**src/rtl/operand_combiner.sv**
```systemverilog
// Two operand FIFOs feed a one-result-per-cycle combine stage (XOR/AND/OR/ADD) into a result FIFO,
// all reached through a small register-mapped write port and a registered read port.
module operand_combiner #(
    parameter  int DATA_W = 8,
    parameter  int DEPTH  = 4,
    localparam int CNT_W  = $clog2(DEPTH + 1),
    localparam int PTR_W  = (DEPTH > 1) ? $clog2(DEPTH) : 1
) (
    input  logic              CLK,
    input  logic              RST,
    input  logic              write_en,
    input  logic [2:0]        write_address,
    input  logic [DATA_W-1:0] write_data,
    output logic              write_rdy,
    input  logic              read_en,
    input  logic [2:0]        read_address,
    output logic [DATA_W-1:0] read_data,
    output logic              read_rdy
);

    localparam logic [CNT_W-1:0] FULL_LVL = CNT_W'(DEPTH);

    logic [DATA_W-1:0] a_mem [DEPTH];
    logic [DATA_W-1:0] b_mem [DEPTH];
    logic [DATA_W-1:0] y_mem [DEPTH];

    logic [PTR_W-1:0]  a_wr, a_rd, b_wr, b_rd, y_wr, y_rd;
    logic [CNT_W-1:0]  a_lvl, b_lvl, y_lvl;
    logic [1:0]        mode;
    logic              a_ovf, b_ovf, y_unf;

    logic              wr_ok, rd_ok, fire, y_full;
    logic              a_push_req, b_push_req, a_push, b_push;
    logic              y_pop_req, y_pop, mode_wr, clr;
    logic [DATA_W-1:0] rd_value;

    function automatic logic [DATA_W-1:0] combine_op(input logic [1:0] op,
                                                     input logic [DATA_W-1:0] a,
                                                     input logic [DATA_W-1:0] b);
        case (op)
            2'd0:    return a ^ b;
            2'd1:    return a & b;
            2'd2:    return a | b;
            default: return a + b;
        endcase
    endfunction

    // Combine looks only at pre-edge levels, so a same-cycle Y read never frees space for it.
    always_comb begin
        wr_ok      = write_en && !RST;
        rd_ok      = read_en && !RST;
        y_full     = (y_lvl == FULL_LVL);
        fire       = (a_lvl != '0) && (b_lvl != '0) && !y_full;
        a_push_req = wr_ok && (write_address == 3'd4);
        b_push_req = wr_ok && (write_address == 3'd5);
        mode_wr    = wr_ok && (write_address == 3'd6);
        clr        = wr_ok && (write_address == 3'd7);
        a_push     = a_push_req && ((a_lvl != FULL_LVL) || fire);
        b_push     = b_push_req && ((b_lvl != FULL_LVL) || fire);
        y_pop_req  = rd_ok && (read_address == 3'd3);
        y_pop      = y_pop_req && (y_lvl != '0);
    end

    always_comb begin
        rd_value = '0;
        case (read_address)
            3'd0:    rd_value = DATA_W'(a_lvl);
            3'd1:    rd_value = DATA_W'(b_lvl);
            3'd2:    rd_value = DATA_W'(y_lvl);
            3'd3:    rd_value = (y_lvl != '0) ? y_mem[y_rd] : '0;
            3'd4:    rd_value = DATA_W'({y_full, y_unf, b_ovf, a_ovf});
            3'd5:    rd_value = DATA_W'(mode);
            default: rd_value = '0;
        endcase
    end

    always_ff @(posedge CLK) begin
        if (a_push) a_mem[a_wr] <= write_data;
        if (b_push) b_mem[b_wr] <= write_data;
        if (fire)   y_mem[y_wr] <= combine_op(mode, a_mem[a_rd], b_mem[b_rd]);
    end

    always_ff @(posedge CLK) begin
        if (RST) begin
            a_wr      <= '0;
            a_rd      <= '0;
            b_wr      <= '0;
            b_rd      <= '0;
            y_wr      <= '0;
            y_rd      <= '0;
            a_lvl     <= '0;
            b_lvl     <= '0;
            y_lvl     <= '0;
            mode      <= 2'd0;
            a_ovf     <= 1'b0;
            b_ovf     <= 1'b0;
            y_unf     <= 1'b0;
            write_rdy <= 1'b0;
            read_rdy  <= 1'b0;
            read_data <= '0;
        end else begin
            write_rdy <= 1'b1;
            read_rdy  <= read_en;
            if (read_en) read_data <= rd_value;

            if (a_push) a_wr <= a_wr + PTR_W'(1);
            if (b_push) b_wr <= b_wr + PTR_W'(1);
            if (fire) begin
                a_rd <= a_rd + PTR_W'(1);
                b_rd <= b_rd + PTR_W'(1);
                y_wr <= y_wr + PTR_W'(1);
            end
            if (y_pop) y_rd <= y_rd + PTR_W'(1);

            a_lvl <= a_lvl + CNT_W'(a_push) - CNT_W'(fire);
            b_lvl <= b_lvl + CNT_W'(b_push) - CNT_W'(fire);
            y_lvl <= y_lvl + CNT_W'(fire) - CNT_W'(y_pop);

            if (mode_wr) mode <= write_data[1:0];

            // A new error in the same cycle as a clear keeps its flag set.
            a_ovf <= (a_ovf && !clr) || (a_push_req && !a_push);
            b_ovf <= (b_ovf && !clr) || (b_push_req && !b_push);
            y_unf <= (y_unf && !clr) || (y_pop_req && !y_pop);
        end
    end

endmodule

```
**config.mk**
```make
export PLATFORM = sky130hd
export DESIGN_NAME = operand_combiner
export DESIGN_NICKNAME = d
export VERILOG_FILES = /design/src/rtl/operand_combiner.sv
export SDC_FILE = /design/constraint.sdc
export NUM_CORES = 1
export LEC_CHECK = 0
export CORE_ASPECT_RATIO = 0.6
export CORE_UTILIZATION = 50
export CTS_CLUSTER_DIAMETER = 60
export DETAILED_ROUTE_END_ITERATION = 16
export GPL_TIMING_DRIVEN = 1
export PLACE_DENSITY = 0.76
export SETUP_SLACK_MARGIN = 0.15
export SKIP_CTS_REPAIR_TIMING = 1
export SLEW_MARGIN = 20
export SYNTH_ARGS = -nofsm -noshare
export SYNTH_HDL_FRONTEND = slang
export SYNTH_SLANG_ARGS = --single-unit
```
**constraint.sdc**
```tcl
create_clock -name CLK -period 6.5 [get_ports CLK]
set_input_delay 1.95 -clock CLK [delete_from_list [all_inputs] [get_ports CLK]]
set_output_delay 1.95 -clock CLK [all_outputs]
set_load 0.01 [all_outputs]
```
**Word-level counts from Yosys, hierarchy flattened**

Memories as Yosys holds them, arrays and structs flattened. A register that Yosys moved wholly into a read port is not among the register bits.
Cells that the tools add are included.

- $add $sub $neg: 13
- Bitwise logic cells: 3
- Eq/ne operators: 14
- Reduce and logical (&&, ||, !) cells: 34
- Mux-type cells: 17

Operators with widths:

| operator | number |
|---|---|
| 8-bit case mux with 6 select lines | 1 |
| 8-bit case mux with 3 select lines | 1 |
| 3-bit == test, second input constant | 7 |
| 1-bit logical AND | 18 |
| 8-bit 2-to-1 mux | 2 |
| 2-bit by 1-bit adder with 2-bit output, second input constant | 6 |
| 2-bit 2-to-1 mux | 6 |
| 3-bit by 1-bit adder with 3-bit output | 3 |
| 3-bit nonzero test | 3 |
| 3-bit by 1-bit subtractor with 3-bit output | 3 |
| 8-bit adder | 1 |
| 8-bit bitwise AND | 1 |
| 8-bit OR | 1 |
| 8-bit bitwise XOR | 1 |
| 1-bit 2-to-1 mux | 7 |
| 3-bit by 2-bit == test with 1-bit output, second input constant | 2 |
| 1-bit zero test | 6 |
| 3-bit != test, second input constant | 2 |
| 1-bit logical OR | 5 |
| 3-bit by 1-bit == test with 1-bit output, second input constant | 1 |
| 3-bit zero test | 1 |
| 2-bit by 1-bit == test with 1-bit output, second input constant | 1 |
| 2-bit == test, second input constant | 1 |
| 2-bit zero test | 1 |

- Memory bits (writable): 96
- Memories: 3
- Output and inout bits: 10
- Register bits: 36

Memories:

| name | words | bits a word | read ports | clocked after Yosys merged registers in | write ports | RTL line | RTL |
|---|---|---|---|---|---|---|---|
| a_mem | 4 | 8 | 1 | 1 | 1 | 23 | `logic [DATA_W-1:0] a_mem [DEPTH];` |
| b_mem | 4 | 8 | 1 | 1 | 1 | 24 | `logic [DATA_W-1:0] b_mem [DEPTH];` |
| y_mem | 4 | 8 | 1 | 1 | 1 | 25 | `logic [DATA_W-1:0] y_mem [DEPTH];` |

**Longest topological paths before layout**

- Depth after elaboration: 8
- Gate-level depth with buffers: 12
- Depth with buffers taken out: 12

**Least setup slack after synthesis**

OpenSTA, ideal clock, no wires.

- Kind: input-to-reg
- Start: in RST
- End: reg a_lvl[2]
- Setup time: 0.128 ns
- Required time: 6.372 ns
- Buffers on the path: 0
- Setup slack: 2.517 ns
- Stages on the path: 12
- Arrival: 3.855 ns
- Path through: nand3b_1 -> nor3_1 -> o21a_1 -> inv_1 -> ha_1 -> inv_1 -> ha_1 -> inv_1 -> fa_1 -> xor2_1 -> xnor2_1 -> nor2_1

- Word-level cells in the longest chain between the ends: 6

RTL lines:

| item | RTL line | RTL |
|---|---|---|
| from (decl) | 10 | `input logic RST,` |
| 1-bit zero test | 50 | `wr_ok = write_en && !RST;` |
| 1-bit logical AND | 50 |  |
| 1-bit logical AND | 54 | `a_push_req = wr_ok && (write_address == 3'd4);` |
| 1-bit logical AND | 58 | `a_push = a_push_req && ((a_lvl != FULL_LVL) \|\| fire);` |
| 3-bit by 1-bit adder with 3-bit output | 115 | `a_lvl <= a_lvl + CNT_W'(a_push) - CNT_W'(fire);` |
| 3-bit by 1-bit subtractor with 3-bit output | 115 |  |
| to (signal assigned) | 115 |  |
| to (decl) | 28 | `logic [CNT_W-1:0] a_lvl, b_lvl, y_lvl;` |

Parallel ways exist; a longest one is shown, timed or not.
A chain may end at the register's enable or synchronous reset.

**Final worst setup path**

Ends and elaborated chain as after synthesis.

==> results.py <==
metrics = {
    "status": {
        "status": "completed",
    },
    "critical_path": {
        "cp-startpoint": "RST",
        "crit_type": "in2reg",
        "crit_slowest_cell": "clkdlybuf4s50_1",
        "cp.arrival_ns": 4.87,
        "crit_required_ns": 6.79,
        "timing.rr.end": "y_mem[2][6]$_DFFE_PP_",
        "critPathBufInv": 5,
        "r2r_cells": 8,
        "cp-start-kind": "input port",
        "critPathMaxStageDelay_ns": 0.43,
        "worst-path-stages": 14,
        "timing.reg2reg.setup_slack_ns": 2.85,
        "endpoint": "a_lvl[2]$_SDFF_PP0_",
        "crit_fanout": 41,
        "path_common_cell": "inv_1",
        "endpoint_kind": "register",
        "crit_path_cell_trace": "clkdlybuf4s50_1, buf_4, nand3b_1, nor3_1, o21a_1, inv_1, ha_1, inv_1, ha_1, inv_1, fa_1, xor2_1, xnor2_1, nor2_1",
        "critPathTopFamily": "buffers and inverters",
    },
    "hold_path": {
        "hold_class": "reg2reg",
        "hp-start": "read_data[7]$_SDFFE_PP0P_",
    },
    "place": {
        "hpwlAfterDp_um": 8570,
        "placed_area_sq_mm": 0.00657,
        "port_buffers": 27,
        "gp_congestion": 0.833,
    },
    "power": {
        "power_density_mw_per_mm2": 281,
        "ir_drop_v": 0.000221,
        "power.total_mw": 2.02,
        "p_leak_nw": 2.54,
    },
    "drt": {
        "vias": 3496,
        "drt_pass1_iterations": 6,
        "routedWlPerCell_um": 19.2,
        "drc_errors": 0,
        "drtIter0Drc": 267,
        "drt_wl_total_um": 12200,
        "vias_per_cell": 5.52,
        "final_antenna_net_count": 0,
    },
    "cts": {
        "root_buffer": "clkbuf_16",
        "cts_max_level": 4,
        "clkLatencyLatePin_ns": 0.42,
        "cts_tree": "yes",
        "clockBufferDepth": 2,
        "cts.sinks": 138,
        "cts_made_buffers": 17,
        "clk_pin_slew_ns": 0.06,
    },
    "cells_and_area": {
        "area_growth_pct": 16.8,
        "postLayoutCellArea_sq_mm": 0.00719,
        "nets": 516,
        "layout-drive-gt1-share": 0.154,
        "nFillCells": 843,
        "final_core_util": 0.618,
        "diodes": 0,
    },
    "floorplanning": {
        "rows": 30,
        "die_h_um": 87.9,
        "initial_core_util": 0.529,
        "io_pins": 28,
        "coreArea_sq_mm": 0.0116,
        "die_area_sq_mm": 0.0128,
        "die_x_um": 145,
    },
    "sta": {
        "hold_viol": 0,
        "fin_skew_ns": 0.0101,
        "drv_slew": 0,
        "hold-worst-slack_ns": 0.467,
        "tns_ns": 0,
        "tightest_slew_ns": 0.748,
        "period_share": 0.704,
        "final.min_clock_period_ns": 4.58,
        "fmax_ghz": 0.218,
        "rsz0062_at_grt": "false",
        "setup_viol": 0,
        "max-slew-margin-rel": 0.501,
    },
    "synthesis": {
        "synth-edff-count": 96,
        "syn_nets": 485,
        "syn_area_sq_mm": 0.00615,
        "ys_ff_latch": 138,
        "yosys_warnings": 0,
        "syn-instance-count": 429,
        "synth-async-reset-ratio": 0,
        "syn_area_per_cell_sq_um": 14.3,
        "synthFlopType": "edfxtp_1",
        "ys_types": 42,
        "yosysSeqAreaShare": 0.605,
    },
    "global_routing": {
        "grt_max_degree": 42,
        "grt_antenna_before_repair": 0,
        "grt_pass1_vias": 3441,
        "overflow": 0,
        "grt_pass1_wl_um": 18900,
        "grt_usage": 0.208,
    },
    "flow_run": {
        "cap_violations": 0,
    },
}
[registers in the layout, summed over array words and instances (netlist names), named ones only]
name       cells
a_mem         32
b_mem         32
y_mem         32
read_data      8
a_lvl          3
b_lvl          3
y_lvl          3
a_rd           2
a_wr           2
b_rd           2
b_wr           2
mode           2
y_rd           2
y_wr           2
a_ovf          1
b_ovf          1
read_rdy       1
write_rdy      1
y_unf          1
[per-layer routing]
| layer | global-route usage | vias to the layer above | wire length (um) | share of wire |
|---|---|---|---|---|
| met2 | 0.307 | 108 | 5500 | 0.45 |
| met1 | 0.298 | 1746 | 5800 | 0.48 |
| met4 | 0.0718 | 0 | 189 | 0.016 |
| li1 | - | 1623 | - | - |
| met3 | 0.0568 | 19 | 682 | 0.056 |
| met5 | 0 | - | 0 | 0 |
[worst min path at each step]
stage,to,slack [ns],depth (start not counted)
5_1_grt,read_data[7]$_SDFFE_PP0P_,0.48,2
3_3_place_gp,read_data[6]$_SDFFE_PP0P_,0.46,2
6_report,read_data[7]$_SDFFE_PP0P_,0.47,2
2_1_floorplan,a_ovf$_SDFF_PP0_,0.46,2
4_1_cts,read_data[7]$_SDFFE_PP0P_,0.47,2
3_5_place_dp,read_data[7]$_SDFFE_PP0P_,0.46,2
[stage by stage]
step           std cells  setup WS, ns
2_1_floorplan        429          2.52
3_3_place_gp         601          1.68
3_5_place_dp         601          1.50
4_1_cts              633          1.94
5_1_grt              633          1.70
6_report             633          1.92
[Yosys cell counts (2+ instances only)]
cell type   n  area, sq um
nor2b_1     5         31.3
dfxtp_1    42          841
buf_1       5         18.8
a21o_1      3         22.5
nand3_1     7         35.0
mux2i_1     4         40.0
buf_2       8         40.0
o21ai_0     4         20.0
a211oi_1    5         37.5
mux4_2     31          698
a22oi_1     3         22.5
nand3b_1    3         22.5
nor2_1     35          131
clkbuf_1    4         15.0
a31oi_1     3         18.8
xor2_1      6         52.6
and2_1     12         75.1
mux2_2      2         22.5
nand2_1    20         75.1
nor3_1      4         20.0
a21oi_1    15         75.1
fa_1        4         80.1
inv_1      42          158
edfxtp_1   96         2880
xnor2_1    15          131
ha_1       34          425
o21ai_1     2         10.0
[power by group]
part           leakage (nW)  switching, mW  internal (mW)
logic                  1.04         0.0321         0.0251
clock network         0.304          0.398          0.618
registers              1.20        0.00354          0.942
[logic make-up (layout without fill, tap and decap cells)]
| kind of cell | count (synthesis) | in the layout | share of synthesized area |
|---|---|---|---|
| AOI/OAI and AO/OA | 44 | 44 | 0.0476 |
| and+or+nand+nor | 92 | 92 | 0.0742 |
| buffers and inverters | 59 | 103 | 0.0376 |
| DFF | 138 | 138 | 0.605 |
| xor gates and xnor gates | 21 | 21 | 0.0299 |
| adders and majority gates | 38 | 38 | 0.0821 |
| muxes | 37 | 37 | 0.124 |
[cell usage in the layout, fill, tap and decap left out, types with 4 or more instances in the layout]
master | netlist | final
edfxtp_1 | 96 | 96
inv_1 | 42 | 42
dfxtp_1 | 42 | 42
nor2_1 | 35 | 35
ha_1 | 34 | 34
mux4_2 | 31 | 31
clkdlybuf4s50_1 | 0 | 27
nand2_1 | 20 | 20
clkbuf_16 | 0 | 17
a21oi_1 | 15 | 15
xnor2_1 | 15 | 15
and2_1 | 12 | 12
nand3_1 | 7 | 7
inv_6 | 0 | 7
xor2_1 | 6 | 6
a211oi_1 | 5 | 5
nor2b_1 | 5 | 5
nor3_1 | 4 | 4
o21ai_0 | 4 | 4
mux2i_1 | 4 | 4
fa_1 | 4 | 4
[worst register-to-register path: cells and delay by family (launching register included)]
kind            cells  cell delay (ns)
flops               1             0.74
fa+ha+maj           2             0.74
xor+xnor            1             0.08
compound gates      3             0.67
mux                 2             1.14
[final cells by class]
class                   count  area, sq um  area share
well taps                 160          200      0.0278
flip-flops and latches    138         3720       0.518
clock buffers              17          425      0.0592
inverters                  42          158      0.0219
clock inverters            15          199      0.0277
repair buffers             29          285      0.0397
multi-input cells         232         2200       0.306
Note: power is estimated with default switching activity, not from simulation.
